`src/rtl/serial_pattern_detector.sv`:
```
// serial_pattern_detector
// Takes the registered serial stream from the upstream flip-flop stage, shifts
// qualified bits into a window and flags every occurrence of PATTERN with a
// one-cycle registered pulse. A saturating counter keeps the number of hits.
// OVERLAP selects whether the bits of one hit may be reused by the next hit
// or whether the window has to refill with fresh bits after each hit.

module serial_pattern_detector #(
  parameter int                       PATTERN_WIDTH = 4,
  parameter logic [PATTERN_WIDTH-1:0] PATTERN       = 4'b1011,
  parameter int                       COUNT_WIDTH   = 8,
  parameter bit                       OVERLAP       = 1'b1
) (
  input  logic                     clk,
  input  logic                     reset,
  input  logic                     din,
  input  logic                     din_valid,
  input  logic                     clear,
  output logic                     match,
  output logic [COUNT_WIDTH-1:0]   match_count,
  output logic                     count_sat,
  output logic [PATTERN_WIDTH-1:0] window
);

  // Wide enough to hold PATTERN_WIDTH itself, not just PATTERN_WIDTH-1.
  localparam int FILL_WIDTH = $clog2(PATTERN_WIDTH + 1);

  // EMPTY: nothing received yet; FILLING: partially loaded window;
  // ARMED: window holds PATTERN_WIDTH genuine bits and can be compared.
  typedef enum logic [1:0] {
    EMPTY   = 2'd0,
    FILLING = 2'd1,
    ARMED   = 2'd2
  } fillState_e;

  fillState_e               state_q, state_d;
  logic [FILL_WIDTH-1:0]    fillCnt_q, fillCnt_d;
  logic [PATTERN_WIDTH-1:0] window_q, window_d;
  logic                     match_q, match_d;
  logic [COUNT_WIDTH-1:0]   count_q, count_d;
  logic                     sat_q, sat_d;

  logic [PATTERN_WIDTH-1:0] shifted;
  logic [FILL_WIDTH-1:0]    fillCntInc;
  logic                     hit;

  // State register; reset is synchronous and active-low and beats everything.
  always_ff @(posedge clk) begin
    if (!reset) begin
      state_q   <= EMPTY;
      fillCnt_q <= '0;
      window_q  <= '0;
      match_q   <= 1'b0;
      count_q   <= '0;
      sat_q     <= 1'b0;
    end else begin
      state_q   <= state_d;
      fillCnt_q <= fillCnt_d;
      window_q  <= window_d;
      match_q   <= match_d;
      count_q   <= count_d;
      sat_q     <= sat_d;
    end
  end

  // Next-state logic: clear wins over a valid bit, idle edges hold everything
  // except the match pulse, which only ever lasts one cycle.
  always_comb begin
    state_d    = state_q;
    fillCnt_d  = fillCnt_q;
    window_d   = window_q;
    match_d    = 1'b0;
    count_d    = count_q;
    sat_d      = sat_q;
    shifted    = {window_q[PATTERN_WIDTH-2:0], din};
    fillCntInc = fillCnt_q + FILL_WIDTH'(1);
    hit        = 1'b0;

    if (clear) begin
      state_d   = EMPTY;
      fillCnt_d = '0;
      window_d  = '0;
      count_d   = '0;
      sat_d     = 1'b0;
    end else if (din_valid) begin
      window_d = shifted;

      case (state_q)
        EMPTY: begin
          state_d   = FILLING;
          fillCnt_d = FILL_WIDTH'(1);
        end
        FILLING: begin
          fillCnt_d = fillCntInc;
          if (fillCntInc == FILL_WIDTH'(PATTERN_WIDTH)) begin
            state_d = ARMED;
          end
        end
        ARMED: begin
          state_d = ARMED;
        end
        default: begin
          state_d   = EMPTY;
          fillCnt_d = '0;
        end
      endcase

      // Compare against the window as it will be after this bit, and only
      // once the window is fully populated with received bits.
      hit = (state_d == ARMED) && (shifted == PATTERN);

      if (hit) begin
        match_d = 1'b1;
        if (count_q != {COUNT_WIDTH{1'b1}}) begin
          count_d = count_q + COUNT_WIDTH'(1);
        end
        if (count_d == {COUNT_WIDTH{1'b1}}) begin
          sat_d = 1'b1;
        end
        // Without overlap only the fill tracking restarts; the window keeps
        // its contents, but it cannot match again until refilled.
        if (!OVERLAP) begin
          state_d   = EMPTY;
          fillCnt_d = '0;
        end
      end
    end
  end

  assign match       = match_q;
  assign match_count = count_q;
  assign count_sat   = sat_q;
  assign window      = window_q;

endmodule

```
`config.mk`:
```
export PLATFORM = sky130hd
export DESIGN_NAME = serial_pattern_detector
export DESIGN_NICKNAME = d
export VERILOG_FILES = /design/src/rtl/serial_pattern_detector.sv
export SDC_FILE = /design/constraint.sdc
export NUM_CORES = 1
export LEC_CHECK = 0
export BUFFER_PORTS_ARGS = -buffer_cell sky130_fd_sc_hd__buf_2
export CORE_ASPECT_RATIO = 0.6
export CORE_MARGIN = 4
export CORE_UTILIZATION = 30
export DETAILED_ROUTE_END_ITERATION = 6
export GPL_ROUTABILITY_DRIVEN = 0
export PLACE_DENSITY = 0.58
export REMOVE_ABC_BUFFERS = 1
export SYNTH_ARGS = -nofsm -noshare
export SYNTH_HDL_FRONTEND = slang
export SYNTH_SLANG_ARGS = --single-unit
```
`constraint.sdc`:
```
create_clock -name clk -period 3.35 [get_ports clk]
set_input_delay 0.8375 -clock clk [delete_from_list [all_inputs] [get_ports clk]]
set_output_delay 0.8375 -clock clk [all_outputs]
set_load 0.01 [all_outputs]
```
======== After elaboration in Yosys (flattened, before gate mapping) ========
Cells that the tools add are included.
Widths: inputs -> output; s select.
operators by class
  muxes and demuxes ....................... 10
  $add $sub $neg .......................... 2
  equality and inequality tests ........... 7
  bitwise operators ....................... 3
  reduce and logical (&&, ||, !) cells .... 7
operators by type and width
  cell                 count
  $mux 8               4
  $pmux 3 s3           1
  $add 8x1->8 const B  1
  $eq 8x8->1 const B   1
  $ne 8x8->1 const B   1
  $mux 2               3
  $pmux 2 s3           1
  $eq 2x2->1 const B   2
  $eq 4x4->1 const B   1
  $reduce_and 2->1     2
  $add 3x1->3 const B  1
  $eq 3x3->1 const B   1
  $not 1->1            3
  $reduce_and 3->1     1
  $reduce_or 3->1      1
  $eq 2x1->1 const B   1
  $logic_not 2->1      1
  $reduce_or 2->1      1
  $logic_and 1x1->1    1
  $mux 1               1
storage, ports and cells
  register bits after elaboration ......... 19
  output and inout port bits .............. 14

======== Logic depth before layout (Yosys ltp) ========
  depth after elaboration ................. 13
  mapped depth ............................ 6
  mapped depth without buffers ............ 6

======== Worst setup path before layout ========
No wires, ideal clock.
  path kind ............................... in2reg
  start ................................... in din
  end ..................................... reg count_q[1] (netlist: match_count[1])
  path slack .............................. 1459 ps
  data arrival time ....................... 1776 ps
  cell stages on the path ................. 6
  required time ........................... 3236 ps
  setup time .............................. 114 ps
  path buffers ............................ 1
  cells stage by stage .................... nand4_1 or2_0 clkbuf_2 nor3_2 mux2i_1 nor2_1
between the ends
  longest elaborated chain between the ends .. 3
ends and longest elaborated chain
  element                            RTL line  text
  start, declared                    16        input logic din,
  $eq 4x4->1                         110       hit = (state_d == ARMED) && (shifted == PATTERN);
  $logic_and 1x1->1                  110
  $reduce_and 2->1 (no source line)  --
  end signal, assigned               61        count_q <= count_d;
  end, declared                      40        logic [COUNT_WIDTH-1:0] count_q, count_d;
Every way passes these cells.
A chain may end at the register's enable or synchronous reset.

======== Final worst setup path ========
  start ................................... in din_valid
  end ..................................... reg count_q[1] (netlist: match_count[1])
between the ends
  longest elaborated chain between the ends .. 1
ends and longest elaborated chain
  element                            RTL line  text
  start, declared                    17        input logic din_valid,
  $reduce_and 2->1 (no source line)  --
Every way passes these cells.

==> results.md <==
- Outcome: complete, no violations
- Fin util: 0.362
- CTS resizes: 0
- Fill cells: 333
- Rel. slew slack: 0.488
- Final setup violation count: 0
- Port Buffers: 18
- Storage element area: 380 sq um
- Hold Path Stages: 2
- Number of enable flip-flop cells after synthesis: 0
- Fin cells: 172
- Worst Path Max Fanout: 11
- Clock skew: 0.00501 ns
- Initial core utilization: 0.311
- Multi-input logic area: 593 sq um
- Largest net degree at the start of global routing: 20
- Setup CP Type: input pin to flip-flop
- Wire length of the first global-routing pass: 3.29 mm
- H-tree Lvls: 1
- Drc violations: 0
- Max-Cap Viols: 0
- Slew @ Worst Pin: 0.768 ns
- Clk sinks: 19
- DR WL/cell: 11.8 microns
- Vias per inst: 4.75
- Die width: 83.1 microns
- Post-Place Cells: 168
- Setup TNS: 0 ns
- Static leakage: 0.438 nW
- Cell count after synthesis: 109
- Post-layout net count: 136
- Remaining antenna violation count: 0
- CTS Buf Count: 3
- Reg-to-reg critical path startpoint: match_count[0]$_SDFFE_PP0P_
- Fmax: 0.477 GHz
- GRT Residual Overflow: 0
- Crit path capture type: flip-flop
- CTS max path bufs: 2
- DRT Pass-1 Iters: 4
- CTS tree: yes
- CP Cell Sequence: buf_2 > nand4_1 > or2_0 > nor3_2 > mux2i_1 > nor2_1
- Worst min path class: flip-flop to flip-flop
- Critical Path AT: 2.22 ns
- Fraction of layout cells with a size suffix above 1: 0.260
- Sequential share of the synthesized area: 0.374
- Post-Syn Area: 1020 sq um
- Clock latency on the worst-skew pair: 0.26 ns
- Most frequent cells in the layout: 19 x nor2_1, 19 x dfxtp_1, 18 x buf_2
- Required time of the critical path: 3.47 ns
- Nature of the critical path startpoint: input pin
- Synth Warn #: 0
- Die Y: 53.1 microns
- Maximum vdd drop: 0.156 mV
- FP Rows: 16
- Minimum clock period after layout: 2.10 ns
- Netlist cell types: 38
- Ys async rst share: 0
- Top FF cell, synth: dfxtp_1
- Reg2reg end: count_sat$_SDFFE_PP0P_
- Reg-to-reg slack, setup: 1.47 ns
- Max-slew violations: 0
- #FFs+latches synth: 19
- Hold path start: window[3]$_SDFFE_PP0P_
- DP Wirelength: 1.50 mm
- Final instance area: 1180 sq um
- Via count: 817
- Hold Fails Final Rpt: 0
- RSZ-0062 raised after global routing: false
- CTS hold repair buffers: 0
- PD cells: 345 nW/um^2
- Io pins: 19
- Initial drt markers: 55
- Core area: 3260 sq um
- Post CTS Setup Buffer Count: 0
- CP max-delay cell: or2_0
- Clk slew on worst S/H paths: 0.07 ns
- Hold path endpoint: window[3]$_SDFFE_PP0P_
- Die area: 4410 sq um
- Ant diodes: 0
- Initial antenna violation count: 0
- DP Area: 1130 sq um
- Period utilization: 0.626
- Worst Reg-to-Reg Cells: 6
- Root buf cell: clkbuf_8
- Avg Synthesized Cell Area: 9.32 sq um
- Area delta synth->final: 16.1%
- Largest stage delay, worst path: 0.40 ns
- Number of global-route vias before repair: 711
- Tot GR Track Use: 0.0956
- Final wirelength: 2.02 mm
cell families after synthesis:
logic type / synth area share
xor gates and xnor gates: 0.0591
and+or+nand+nor: 0.291
AOI/OAI and AO/OA: 0.138
adders and majority gates: 0.0369
muxes: 0.0591
DFF: 0.374
buffers and inverters: 0.0419
layout make-up:
| class | instances | share of cell area |
|---|---|---|
| clock inverters | 1 | 0.00636 |
| well taps | 45 | 0.0477 |
| multi-input cells | 83 | 0.503 |
| clock buffers | 3 | 0.0350 |
| inverters | 3 | 0.00954 |
| repair buffers | 18 | 0.0764 |
| flip-flops and latches | 19 | 0.322 |
critical path: cells and delay by family:
family	cells	cell delay (ns)
simple gates	4	0.93
mux	1	0.22
buf+inv	1	0.23
worst max-delay path by stage:
stage / from / end / slack (ns)
after floorplan: din / match_count[1]$_SDFFE_PP0P_ / 1.40
after global placement: din_valid / match_count[1]$_SDFFE_PP0P_ / 1.04
after detailed placement: din_valid / match_count[1]$_SDFFE_PP0P_ / 1.0
after CTS: din_valid / match_count[1]$_SDFFE_PP0P_ / 1.26
after global routing: din_valid / match_count[5]$_SDFFE_PP0P_ / 1.16
final: din_valid / match_count[1]$_SDFFE_PP0P_ / 1.25
routing by layer:
layer	share of wire	global-route usage	up-vias
li1	-	-	426
met1	0.49	0.120	375
met2	0.45	0.154	14
met3	0.040	0.0295	2
met4	0.015	0.0408	0
met5	0	0	-
state kept, by name, indices dropped and copies added, names as in the netlist:
signal / cells
fillCnt_q: 3
match: 1
window: 4
match_count: 8
count_sat: 1
state_q: 2
synth_stat cells, drive strengths merged, types with 2 or more instances:
cell,count,area (sq um)
a311oi,2,17.5
inv,3,11.3
nor2,20,82.6
nor3,6,51.3
nand3,4,25.0
a31oi,4,40.0
dfxtp,19,380
nand2b,2,12.5
clkbuf,2,8.75
ha,3,37.5
xnor2,5,43.8
a21oi,2,10.0
nand2,8,30.0
nor2b,3,21.3
buf,2,22.5
nor4,4,43.8
a22oi,2,15.0
mux2i,6,60.1
report_power, final:
part	internal [mW]	switching (mW)	total (mW)
sequential	0.227	0.00175	0.229
combinational	0.00645	0.0101	0.0165
clock	0.0838	0.0773	0.161
total	0.318	0.0892	0.407
metrics by stage:
stage | worst slack [ns] | hold WS, ns | power [mW]
4_1_cts | 1.26 | 0.506 | 0.412
3_5_place_dp | 0.997 | 0.487 | 0.251
6_report | 1.25 | 0.500 | 0.407
3_3_place_gp | 1.04 | 0.475 | 0.251
2_1_floorplan | 1.40 | 0.484 | 0.244
5_1_grt | 1.16 | 0.556 | 0.425
Power figures use the tool's default switching activity.
